[src/rtl/commit_monitor.sv]
// Commit-side monitor: forwards retired inst/a0 to the halt stage, drains ebreak, counts, watchdog.
// Optional macro COMMIT_MONITOR_TRACE_EN adds a commit/halt trace via $display.
module commit_monitor #(
    parameter int unsigned XLEN           = 64,
    parameter int unsigned DRAIN_CYCLES   = 2,
    parameter int unsigned TIMEOUT_CYCLES = 1000000
) (
    input  logic            clock,
    input  logic            reset,
    input  logic            commit_valid,
    input  logic [XLEN-1:0] commit_pc,
    input  logic [31:0]     commit_inst,
    input  logic [XLEN-1:0] commit_a0,
    output logic [31:0]     sim_inst,
    output logic [XLEN-1:0] sim_r10,
    output logic            halted,
    output logic [1:0]      halt_reason,
    output logic [31:0]     halt_code,
    output logic [63:0]     cycle_cnt,
    output logic [63:0]     instret_cnt,
    output logic [XLEN-1:0] last_pc
);

    localparam logic [31:0] NOP    = 32'h0000_0013;
    localparam logic [31:0] EBREAK = 32'h0010_0073;

    localparam bit          WDOG_EN    = (TIMEOUT_CYCLES != 0);
    localparam logic [31:0] IDLE_LIMIT = WDOG_EN ? 32'(TIMEOUT_CYCLES - 1) : 32'd0;
    localparam logic [31:0] DRAIN_LOAD = (DRAIN_CYCLES > 0) ? 32'(DRAIN_CYCLES - 1) : 32'd0;

    typedef enum logic [1:0] {
        RUN   = 2'd0,
        DRAIN = 2'd1,
        HALT  = 2'd2
    } state_t;

    state_t      state;
    logic [31:0] drain_cnt;
    logic [31:0] idle_cnt;
    logic        is_ebreak;

    assign is_ebreak = (commit_inst == EBREAK);

    always_ff @(posedge clock) begin
        if (reset) begin
            state       <= RUN;
            drain_cnt   <= 32'd0;
            idle_cnt    <= 32'd0;
            sim_inst    <= NOP;
            sim_r10     <= '0;
            halted      <= 1'b0;
            halt_reason <= 2'd0;
            halt_code   <= 32'd0;
            cycle_cnt   <= 64'd0;
            instret_cnt <= 64'd0;
            last_pc     <= '0;
        end else begin
            unique case (state)
                RUN: begin
                    cycle_cnt <= cycle_cnt + 64'd1;
                    if (commit_valid) begin
                        // a commit always beats a coincident watchdog expiry
                        instret_cnt <= instret_cnt + 64'd1;
                        last_pc     <= commit_pc;
                        sim_r10     <= commit_a0;
                        idle_cnt    <= 32'd0;
                        if (is_ebreak) begin
                            sim_inst    <= NOP;
                            halt_code   <= commit_a0[31:0];
                            halt_reason <= 2'd1;
                            drain_cnt   <= DRAIN_LOAD;
                            state       <= DRAIN;
                        end else begin
                            sim_inst <= commit_inst;
                        end
                    end else begin
                        sim_inst <= NOP;
                        idle_cnt <= idle_cnt + 32'd1;
                        if (WDOG_EN && idle_cnt == IDLE_LIMIT) begin
                            halt_reason <= 2'd2;
                            halt_code   <= 32'hFFFF_FFFF;
                            halted      <= 1'b1;
                            sim_inst    <= EBREAK;
                            sim_r10     <= XLEN'(32'hFFFF_FFFF);
                            state       <= HALT;
                        end
                    end
                end
                DRAIN: begin
                    cycle_cnt <= cycle_cnt + 64'd1;
                    sim_inst  <= NOP;
                    if (drain_cnt == 32'd0) begin
                        halted   <= 1'b1;
                        sim_inst <= EBREAK;
                        sim_r10  <= XLEN'(halt_code);
                        state    <= HALT;
                    end else begin
                        drain_cnt <= drain_cnt - 32'd1;
                    end
                end
                HALT: begin
                    state <= HALT;
                end
                default: begin
                    state <= RUN;
                end
            endcase
        end
    end

`ifdef COMMIT_MONITOR_TRACE_EN
    logic [63:0] ipc_x1000;

    always_comb begin
        ipc_x1000 = 64'd0;
        if (cycle_cnt + 64'd1 != 64'd0)
            ipc_x1000 = (instret_cnt * 64'd1000) / (cycle_cnt + 64'd1);
    end

    always_ff @(posedge clock) begin
        if (!reset && state == RUN && commit_valid)
            $display("[%0d] %h %h %h", cycle_cnt, commit_pc, commit_inst, commit_a0);
        if (!reset && state == DRAIN && drain_cnt == 32'd0)
            $display("halt reason=%0d code=%h cycles=%0d instret=%0d ipc_x1000=%0d",
                     halt_reason, halt_code, cycle_cnt + 64'd1, instret_cnt, ipc_x1000);
        if (!reset && state == RUN && !commit_valid && WDOG_EN && idle_cnt == IDLE_LIMIT)
            $display("halt reason=2 code=ffffffff cycles=%0d instret=%0d ipc_x1000=%0d",
                     cycle_cnt + 64'd1, instret_cnt, ipc_x1000);
    end
`endif

endmodule

[config.mk]
export PLATFORM = sky130hd
export DESIGN_NAME = commit_monitor
export DESIGN_NICKNAME = d
export VERILOG_FILES = /design/src/rtl/commit_monitor.sv
export SDC_FILE = /design/constraint.sdc
export NUM_CORES = 1
export LEC_CHECK = 0
export ABC_AREA = 1
export BUFFER_PORTS_ARGS = -buffer_cell sky130_fd_sc_hd__buf_4
export CELL_PAD_IN_SITES_DETAIL_PLACEMENT = 1
export CELL_PAD_IN_SITES_GLOBAL_PLACEMENT = 1
export CORE_MARGIN = 4
export CORE_UTILIZATION = 30
export CTS_CLUSTER_DIAMETER = 40
export DETAILED_ROUTE_END_ITERATION = 12
export PLACE_DENSITY = 0.67
export SLEW_MARGIN = 20
export SYNTH_ARGS = -nofsm -noshare
export SYNTH_HDL_FRONTEND = slang
export SYNTH_SLANG_ARGS = --single-unit
[constraint.sdc]
create_clock -name clock -period 5.4 [get_ports clock]
set_input_delay 0.81 -clock clock [delete_from_list [all_inputs] [get_ports clock]]
set_output_delay 0.81 -clock clock [all_outputs]
set_load 0.05 [all_outputs]
==> run metrics, run 1 <==
outcome complete, no violations; Setup crit start state[0]$_SDFFE_PP0P_; Die W about 260 µm; placed inst area 0.02394 mm²; flop and latch count out of synthesis 389; vias in the first global route ~22k; Worst Min Path Start commit_pc[58]; vias per cell 4.854; drt first pass iters 5; PnR worst setup slack ~2.3 ns; nets roughly 3.7k; setup_tns 0 ns; Post-Syn Instances roughly 3.0k; WP data required 5.84 ns; clk buf depth 3; Leakage about 12 nW; number of synthesized flops with an enable pin 0; share of cells above drive strength 1 0.2124; total CTS buffers 88; Post-CTS Resized 0; worst-path maximum fanout 21; max_cap viols 0; CTS root buf clkbuf_16; Remaining Overflow, GRT 0; worst path arrival time about 3.5 ns; worst hold path class input port to register; Iteration-0 DRC Markers just under 900; Startpoint Class register; RSZ-0062 raised after global routing false; Fin Hold WS about 0.44 ns; TritonCTS clock tree yes; reg2reg start state[0]$_SDFFE_PP0P_; PortBufs just under 500; cell type with the largest total area after synthesis dfxtp_1; min cycle time layout 3.085 ns; CTS Hold Bufs 0; Setup CP Type register to register; Overall Global Routing Usage 0.2183; Site Rows 93; post-synth top area share 0.3971; number of I/O pins roughly 490; Cell Area, Synth between 0.015 and 0.02 mm²; top cells by area, synth dfxtp_1 (40%), nand2_1 (14%), nor2_1 (12%); Ys Warns 0; sequential area share after synthesis 0.3971; Syn Nets approximately 3.2k; global placement routability congestion just under 0.9; Critical Path End Type register; Area Overhead vs Synth 38.66%; Final Hold Violating Endpoints 0; Max IR drop VDD 270.0 µV; antenna-violating nets left 0; GR Layer Usage met3 0.05989; Final Cycle Share 0.5712; Wirelength per Cell ~18 µm; floorplan core area approximately 0.065 mm²; met2 usage 0.3930; DP HPWL a little under 60 mm; DR DRC count 0; initial antenna violation count 2; setup violators final 0; Post-synth ARST share 0; Max Clock Skew 0.02487 ns; syn avg cell area 6.487 µm²; via count about 22k; max-slew violation count 0; Primary FF master, synth dfxtp_1; Initial Util 0.3037; clock slew at reported path FFs 0.05 ns; pwr/cell area 555.2 mW/mm²; Worst-Margin Slew roughly 1.0 ns; final instance area between 0.02 and 0.03 mm²; Layout fillers between 8k and 9k; Rel. slew slack 0.3004; Worst-Skew Late Latency around 0.62 ns; Clock Sinks 389; pre-CTS WS 1.894 ns; WL final 79.50 mm; Max Fclk roughly 0.32 GHz; global-route layer with the greatest usage met2; die area between 0.06 and 0.07 mm²; chip height approximately 260 µm; Synth cell types 47; first-pass GRT wire length 122.5 mm; H-tree levels 3; met1 GRT Util 0.2419; setup bufs post-CTS 0; largest net degree at the start of global routing 120
==> cell type report <==
cell class                      instances  area (µm²)  share of cell area
Antenna cell                            2       5.005           0.0001840
Clock buffer                          104        2415             0.08880
Clock inverter                         62       828.3             0.03046
Inverter                              283        1067             0.03925
Multi-Input combinational cell       2232       10210              0.3755
Sequential cell                       389        7787              0.2864
Tap cell                              855        1070             0.03934
Timing Repair Buffer                  504        3809              0.1401
==> power by group <==
group	internal, W	total, W	switching (W)	leakage (nW)
Sequential	0.00335	0.00368	0.000326	3.17
Clock	0.00394	0.00583	0.00189	1.57
Combinational	0.00163	0.00559	0.00396	7.36
Total	0.00893	0.0151	0.00617	12.1
==> worst max-delay path, cell delays in order (launching register included) <==
cell and delay [ns]:
dfxtp_1 0.38, inv_1 0.07, ha_1 0.24, buf_4 0.23, inv_1 0.26, nand2_1 0.09
nand2_1 0.59, nand2_1 0.51, buf_4 0.38, nand2_1 0.10, a21oi_1 0.06
==> registers in the layout, summed over array words and instances, names as in the netlist <==
| name | count |
|---|---|
| sim_r10 | 64 |
| idle_cnt | 32 |
| cycle_cnt | 64 |
| sim_inst | 32 |
| instret_cnt | 64 |
| halt_reason | 2 |
| drain_cnt | 32 |
| halted | 1 |
| state | 2 |
| halt_code | 32 |
| last_pc | 64 |
==> stage by stage <==
step	total power (W)	std cells	util
3_3_place_gp	0.009222	4263	0.3706
3_5_place_dp	0.009358	4263	0.3707
4_1_cts	0.01530	4429	0.4209
2_1_floorplan	0.007790	3023	-
6_report	0.01510	4431	0.4211
5_1_grt	0.01597	4430	0.4210
==> synthesized netlist by cell type, types with 5 or more instances <==
library cell	n
or2_2	33
a21oi_1	204
xor2_1	9
mux2i_1	32
o21bai_1	14
nand3b_1	5
nor2_2	15
inv_1	277
buf_1	14
nand3_2	5
o21ai_1	7
o21a_1	14
nand4_1	58
o21ai_0	132
buf_2	31
buf_6	5
nor3_1	56
ha_1	8
nor3b_1	5
a21oi_2	10
buf_4	7
nor2_1	649
nand2_1	732
clkbuf_1	60
xnor2_1	8
nor4_1	10
dfxtp_1	389
nor2_4	11
nand3_1	191
==> layer usage <==
metal | part of all wire | wire, µm | up-vias
li1 | - | - | 10650
met3 | 0.055 | 4356 | 164
met2 | 0.50 | 40010 | 401
met4 | 0.044 | 3474 | 0
met5 | 0 | 0 | -
met1 | 0.40 | 31660 | 10290
==> logic make-up after synthesis <==
logic type / after synthesis / synth area share
and+or+nand+nor: 1784 / 0.3839
buffers and inverters: 402 / 0.08332
AOI/OAI and AO/OA: 391 / 0.1067
DFF: 389 / 0.3971
muxes: 32 / 0.01633
xor gates and xnor gates: 17 / 0.007593
adders and majority gates: 8 / 0.005104
==> cell usage in the layout, fill, tap and decap left out, drive strengths merged, types with 14 or more instances in the layout <==
cell	n
nand2	737
nor2	676
buf	504
dfxtp	389
inv	295
a21oi	214
nand3	197
o21ai	139
clkbuf	104
nor3	59
nand4	58
or2	33
mux2i	32
clkinv	23
bufinv	15
o21a	14
o21bai	14
==> path summary, 6_finish.rpt <==
kind	endpoint	slack, ns	cells past startpoint
setup reg to reg	drain_cnt[30]$_SDFFE_PP0P_	2.32	10
setup / recovery	drain_cnt[30]$_SDFFE_PP0P_	2.32	10
hold / removal	last_pc[58]$_SDFFE_PP0P_	0.44	3
hold reg to reg	halted$_SDFFE_PP0P_	0.46	2
(Power assumes the default switching activity.)
==> run 2, diff against run 1 <==
==> constraint.sdc (replaced) <==
create_clock -name clock -period 3.1 [get_ports clock]
set_input_delay 0.465 -clock clock [delete_from_list [all_inputs] [get_ports clock]]
set_output_delay 0.465 -clock clock [all_outputs]
set_load 0.05 [all_outputs]
==> run 2 against run 1 <==
  * Final cell count is essentially flat
  * Core utilization is essentially flat
  * Sequential cell count is the same
  * Register-to-register slack lost 1.9 ns
  * Sequential share of layout area is essentially flat
  * Clock-buffer cell count grew 1
  * Setup slack lost 1.9 ns
  * Worst hold slack lost 0.34 ns
  * Critical path type unchanged
==> run metrics, run 2 (synthesis gave the netlist of run 1 again) <==
outcome complete, no violations (unchanged); vias per cell 4.850 (was 4.854); ant diodes 0 (was 2); DR DRC count 0 (unchanged); Setup CP Type register to register (unchanged); Leakage 12.12 nW (was 12.10 nW); max_cap viols 0 (unchanged); WL final 80.23 mm (was 79.50 mm); worst path arrival time 3.22 ns (was 3.53 ns); DP HPWL 59.51 mm (was 58.88 mm); Max Fclk 0.3694 GHz (was 0.3242 GHz); PortBufs 485 (unchanged); drt first pass iters 5 (unchanged); Post-CTS Resized 0 (unchanged); Max Clock Skew 0.01644 ns (was 0.02487 ns); Startpoint Class register (unchanged); H-tree levels 3 (unchanged); most frequent cells in the layout nand2_1 (732), nor2_1 (648), buf_4 (504) (was nand2_1 (732), nor2_1 (648), buf_4 (502)); Iteration-0 DRC Markers 939 (was 871); Final Cycle Share 0.8732 (was 0.5712); Clock Sinks 389 (unchanged); antenna-violating nets left 0 (unchanged); Die W 263.7 µm (unchanged); Worst-Margin Slew 0.8120 ns (was 1.045 ns); multi-input logic area 0.01021 mm² (about the same); Fin Hold WS 0.1064 ns (was 0.4430 ns); Critical Path End Type register (unchanged); pwr/cell area 964.7 mW/mm² (was 555.2 mW/mm²); Initial Util 0.3037 (unchanged); max-slew violation count 0 (unchanged); setup bufs post-CTS 0 (unchanged); chip height 263.7 µm (unchanged); global placement routability congestion 0.8691 (was 0.8694); WP data required 3.62 ns (was 5.84 ns); setup violators final 0 (unchanged); via count 21.50k (was 21.51k); TritonCTS clock tree yes (unchanged); Rel. slew slack 0.4536 (was 0.3004); Worst-Skew Late Latency 0.61 ns (was 0.62 ns); Layout fillers 8309 (was 8269); placed inst area 0.02401 mm² (was 0.02394 mm²); worst hold path class input port to register (unchanged); worst-path maximum fanout 37 (was 21); most common cell after layout, fill and taps aside nand2_1 (unchanged); share of cells above drive strength 1 0.2127 (was 0.2124); Setup crit start state[1]$_SDFFE_PP0P_ (was state[0]$_SDFFE_PP0P_); CTS root buf clkbuf_16 (unchanged); number of I/O pins 486 (unchanged); final instance area 0.02721 mm² (was 0.02719 mm²); Worst Min Path Start commit_pc[3] (was commit_pc[58]); Wirelength per Cell 18.10 µm (was 17.94 µm); final design utilization 0.4214 (was 0.4211); Final Hold Violating Endpoints 0 (unchanged); floorplan core area 0.06458 mm² (unchanged); vias in the first global route 22.60k (was 22.19k); CTS Hold Bufs 0 (unchanged); largest net degree at the start of global routing 130 (was 120); Max IR drop VDD 620.2 µV (was 270.0 µV); total CTS buffers 90 (was 88); Area Overhead vs Synth 38.76% (was 38.66%); min cycle time layout 2.707 ns (was 3.085 ns); initial antenna violation count 1 (was 2); clock slew at reported path FFs 0.05 ns (about the same); reg2reg start state[1]$_SDFFE_PP0P_ (was state[0]$_SDFFE_PP0P_); die area 0.06952 mm² (unchanged); Overall Global Routing Usage 0.2219 (was 0.2183); clk buf depth 3 (unchanged); first-pass GRT wire length 125.4 mm (was 122.5 mm); RSZ-0062 raised after global routing false (unchanged); Site Rows 93 (unchanged); nets 3676 (was 3669); register area 0.007787 mm² (unchanged); Remaining Overflow, GRT 0 (unchanged); setup_tns 0 ns (unchanged); Pwr Total 0.02625 W (was 0.01510 W)
==> run 2: cell count changes in the layout (fill, tap and decap cells not counted), sizes merged <==
| cell | change |
|---|---|
| inv | -7 |
| clkbuf | +1 |
| buf | +5 |
| clkinvlp | +1 |
| diode | -2 |
| clkinv | +3 |
==> run 2: final cells by class <==
| type | count | share of cell area |
|---|---|---|
| well taps | 855 | 0.03931 |
| flip-flops and latches | 389 | 0.2862 |
| inverters | 283 | 0.03922 |
| clock buffers | 105 | 0.08929 |
| clock inverters | 59 | 0.02819 |
| repair buffers | 509 | 0.1427 |
| multi-input cells | 2232 | 0.3751 |
==> run 2: path summary, 6_finish.rpt <==
| path | endpoint | slack [ns] | cells after the start |
|---|---|---|---|
| min | last_pc[3]$_SDFFE_PP0P_ | 0.11 | 3 |
| min reg2reg | halt_reason[0]$_SDFFE_PP0P_ | 0.46 | 2 |
| max | drain_cnt[26]$_SDFFE_PP0P_ | 0.39 | 8 |
| max reg2reg | drain_cnt[26]$_SDFFE_PP0P_ | 0.39 | 8 |
==> run 2: per-layer routing <==
metal  vias up  track usage  routed length [µm]
met1     10210       0.2516               32290
met2       437       0.3931               39630
met3       202      0.05793                4461
li1      10650            -                   -
met4         2      0.09703                3837
met5         -            0                   7
==> run 2: per-stage QoR <==
step | cells | worst slack (ns)
finish | 4432 | 0.3930
global route | 4432 | 0.1662
CTS | 4432 | 0.3941
detailed placement | 4268 | 0.3140
global placement | 4268 | 0.4179
floorplan | 3023 | 1.024
==> run 2: critical path, stage by stage (launching register included) <==
cell     delay (ns)
dfxtp_1        0.32
inv_1          0.09
ha_2           0.33
buf_4          0.60
nand2_2        0.42
nand2_1        0.17
buf_4          0.37
nand2_1        0.12
a21oi_1        0.17
==> run 2: report_power, final <==
part | internal, W | total (W) | switching [W]
registers | 0.00584 | 0.00643 | 0.000584
logic | 0.00289 | 0.00981 | 0.00692
clock network | 0.00684 | 0.0100 | 0.00317
total | 0.0156 | 0.0263 | 0.0107
==> run 3, diff against run 2 <==
--- a/config.mk
+++ b/config.mk
@@ -9,11 +9,12 @@
 export BUFFER_PORTS_ARGS = -buffer_cell sky130_fd_sc_hd__buf_4
 export CELL_PAD_IN_SITES_DETAIL_PLACEMENT = 1
 export CELL_PAD_IN_SITES_GLOBAL_PLACEMENT = 1
+export CORE_ASPECT_RATIO = 0.8
 export CORE_MARGIN = 4
-export CORE_UTILIZATION = 30
+export CORE_UTILIZATION = 37
 export CTS_CLUSTER_DIAMETER = 40
 export DETAILED_ROUTE_END_ITERATION = 12
-export PLACE_DENSITY = 0.67
+export PLACE_DENSITY = 0.8
 export SLEW_MARGIN = 20
 export SYNTH_ARGS = -nofsm -noshare
 export SYNTH_HDL_FRONTEND = slang
==> run 3 against run 2 <==
  * Clock skew is 0.015 ns higher
  * Worst hold slack got worse by 0.017 ns
  * Setup slack improved by 0.14 ns
  * Clock power decreased by 27%
  * Largest power group is now combinational cells
  * Die area fell by 18%
==> run metrics, run 3 (synthesis gave the netlist of run 1 again) <==
outcome complete, no violations (unchanged); min cycle time layout 2.571 ns (was 2.707 ns); CTS root buf clkbuf_16 (unchanged); worst-path maximum fanout 26 (was 37); vias in the first global route 22.82k (was 22.60k); switch share 0.4364 (was 0.4068); Max Clock Skew 0.03109 ns (was 0.01644 ns); worst path arrival time 3.12 ns (was 3.22 ns); floorplan core area 0.05246 mm² (was 0.06458 mm²); die area 0.05677 mm² (was 0.06952 mm²); Max Fclk 0.3889 GHz (was 0.3694 GHz); global placement routability congestion 0.8965 (was 0.8691); Fin Hold WS 0.08934 ns (was 0.1064 ns); WL final 79.38 mm (was 80.23 mm); WP data required 3.65 ns (was 3.62 ns); number of I/O pins 486 (unchanged); via count 22.07k (was 21.50k); chip height 213.9 µm (was 263.7 µm); drt first pass iters 5 (unchanged); most frequent cells in the layout nand2_1 (732), nor2_1 (648), buf_4 (512) (was nand2_1 (732), nor2_1 (648), buf_4 (504)); Max IR drop VDD 452.2 µV (was 620.2 µV); max_cap viols 0 (unchanged); P_int 0.01337 W (was 0.01557 W); Wirelength per Cell 18.76 µm (was 18.10 µm); DP HPWL 59.26 mm (was 59.51 mm); RSZ-0062 raised after global routing false (unchanged); Overall Global Routing Usage 0.2677 (was 0.2219); combinational share of power 0.423 (was 0.374); Worst Reg2Reg Path Length in Cells 8 (unchanged); Clock Sinks 389 (unchanged); Layout fillers 6863 (was 8309); clock slew at reported path FFs 0.06 ns (was 0.05 ns); largest net degree at the start of global routing 68 (was 130); Leakage 11.69 nW (was 12.12 nW); setup bufs post-CTS 0 (unchanged); antenna-violating nets left 0 (unchanged); placed cells 4117 (was 4268); Initial Util 0.3739 (was 0.3037); Clock power frac 0.307 (was 0.381); depth of the worst hold-timing path 3 (unchanged); initial antenna violation count 1 (unchanged); share of cells above drive strength 1 0.2033 (was 0.2127); Rel. slew slack 0.3415 (was 0.4536); PnR worst setup slack 0.5287 ns (was 0.3930 ns); Site Rows 75 (was 93); first-pass GRT wire length 124.6 mm (was 125.4 mm); Critical Path End Type register (unchanged); setup violators final 0 (unchanged); Worst-Margin Slew 0.9854 ns (was 0.8120 ns); Area Overhead vs Synth 33.12% (was 38.76%); TritonCTS clock tree yes (unchanged); Worst-Skew Late Latency 0.63 ns (was 0.61 ns); max-slew violation count 0 (unchanged); nets 3658 (was 3676); Setup CP Type register to register (unchanged); Sw Pwr 0.01035 W (was 0.01068 W); Iteration-0 DRC Markers 1269 (was 939); H-tree levels 2 (was 3); Non-Filler Instances 4231 (was 4432); CTS Hold Bufs 0 (unchanged); clk buf depth 3 (unchanged); Final Cycle Share 0.8295 (was 0.8732); vias per cell 5.217 (was 4.850); pre-CTS WS 0.4794 ns (was 0.3140 ns); Startpoint Class register (unchanged); Post-CTS Resized 0 (unchanged); Die W 265.4 µm (was 263.7 µm); worst hold path class input port to register (unchanged); pwr/cell area 908.5 mW/mm² (was 964.7 mW/mm²); Final Hold Violating Endpoints 0 (unchanged); total CTS buffers 61 (was 90); DR DRC count 0 (unchanged); setup_tns 0 ns (unchanged); Reg power frac 0.270 (was 0.245); Remaining Overflow, GRT 0 (unchanged); PortBufs 485 (unchanged); most common cell after layout, fill and taps aside nand2_1 (unchanged)
run 3: cell types whose count changed in the layout (fill, tap and decap cells not counted), sizes merged:
cell      change
inv           +3
bufinv        -6
clkinvlp      -6
clkbuf       -32
buf          +11
clkinv       -10
diode         +1
run 3: cell type report:
cell class                      instances  area [µm²]  area share
Clock buffer                           73        1643     0.06293
Clock inverter                         40       528.0     0.02023
Sequential cell                       389        7787      0.2983
Timing Repair Buffer                  520        4004      0.1534
Multi-Input combinational cell       2232       10210      0.3910
Antenna cell                            1       2.502  0.00009585
Tap cell                              693       867.1     0.03321
Inverter                              283        1067     0.04088
run 3: path summary, 6_finish.rpt:
kind | startpoint | to | slack [ns]
setup / recovery | state[0]$_SDFFE_PP0P_ | sim_inst[21]$_SDFFE_PP0P_ | 0.53
hold / removal | commit_pc[28] | last_pc[28]$_SDFFE_PP0P_ | 0.09
hold reg to reg | halt_reason[0]$_SDFFE_PP0P_ | halt_reason[0]$_SDFFE_PP0P_ | 0.46
setup reg to reg | state[0]$_SDFFE_PP0P_ | sim_inst[21]$_SDFFE_PP0P_ | 0.53
run 3: per-layer routing:
metal,global-route usage,part of all wire,vias to the layer above
li1,-,-,10590
met1,0.3451,0.43,10770
met3,0.05340,0.058,164
met2,0.4457,0.47,547
met4,0.09664,0.037,0
met5,0,0,-
run 3: critical path, stage by stage, from the launching register on:
cell     delay, ns
dfxtp_1       0.34
inv_1         0.08
ha_1          0.31
nand2_4       0.22
inv_2         0.27
nand2_1       0.16
nor2_4        0.77
nand2_1       0.16
a21oi_1       0.18
run 3: through the flow:
step | power (W) | instance area, µm² | utilization
finish | 0.02372 | 26110 | 0.4977
global route | 0.02501 | 26110 | 0.4977
CTS | 0.02387 | 26100 | 0.4976
detailed placement | 0.01649 | 23930 | 0.4562
global placement | 0.01615 | 23930 | 0.4562
floorplan | 0.01357 | 19610 | -
run 3: power by group through the flow:
stage                     combinational (W)  clock (W)  sequential (W)
after floorplan                     0.00468          0         0.00889
after global placement              0.00971          0         0.00644
after detailed placement             0.0100          0         0.00649
after CTS                            0.0101    0.00741         0.00640
after global routing                 0.0109    0.00763         0.00651
final                                0.0100    0.00728         0.00640
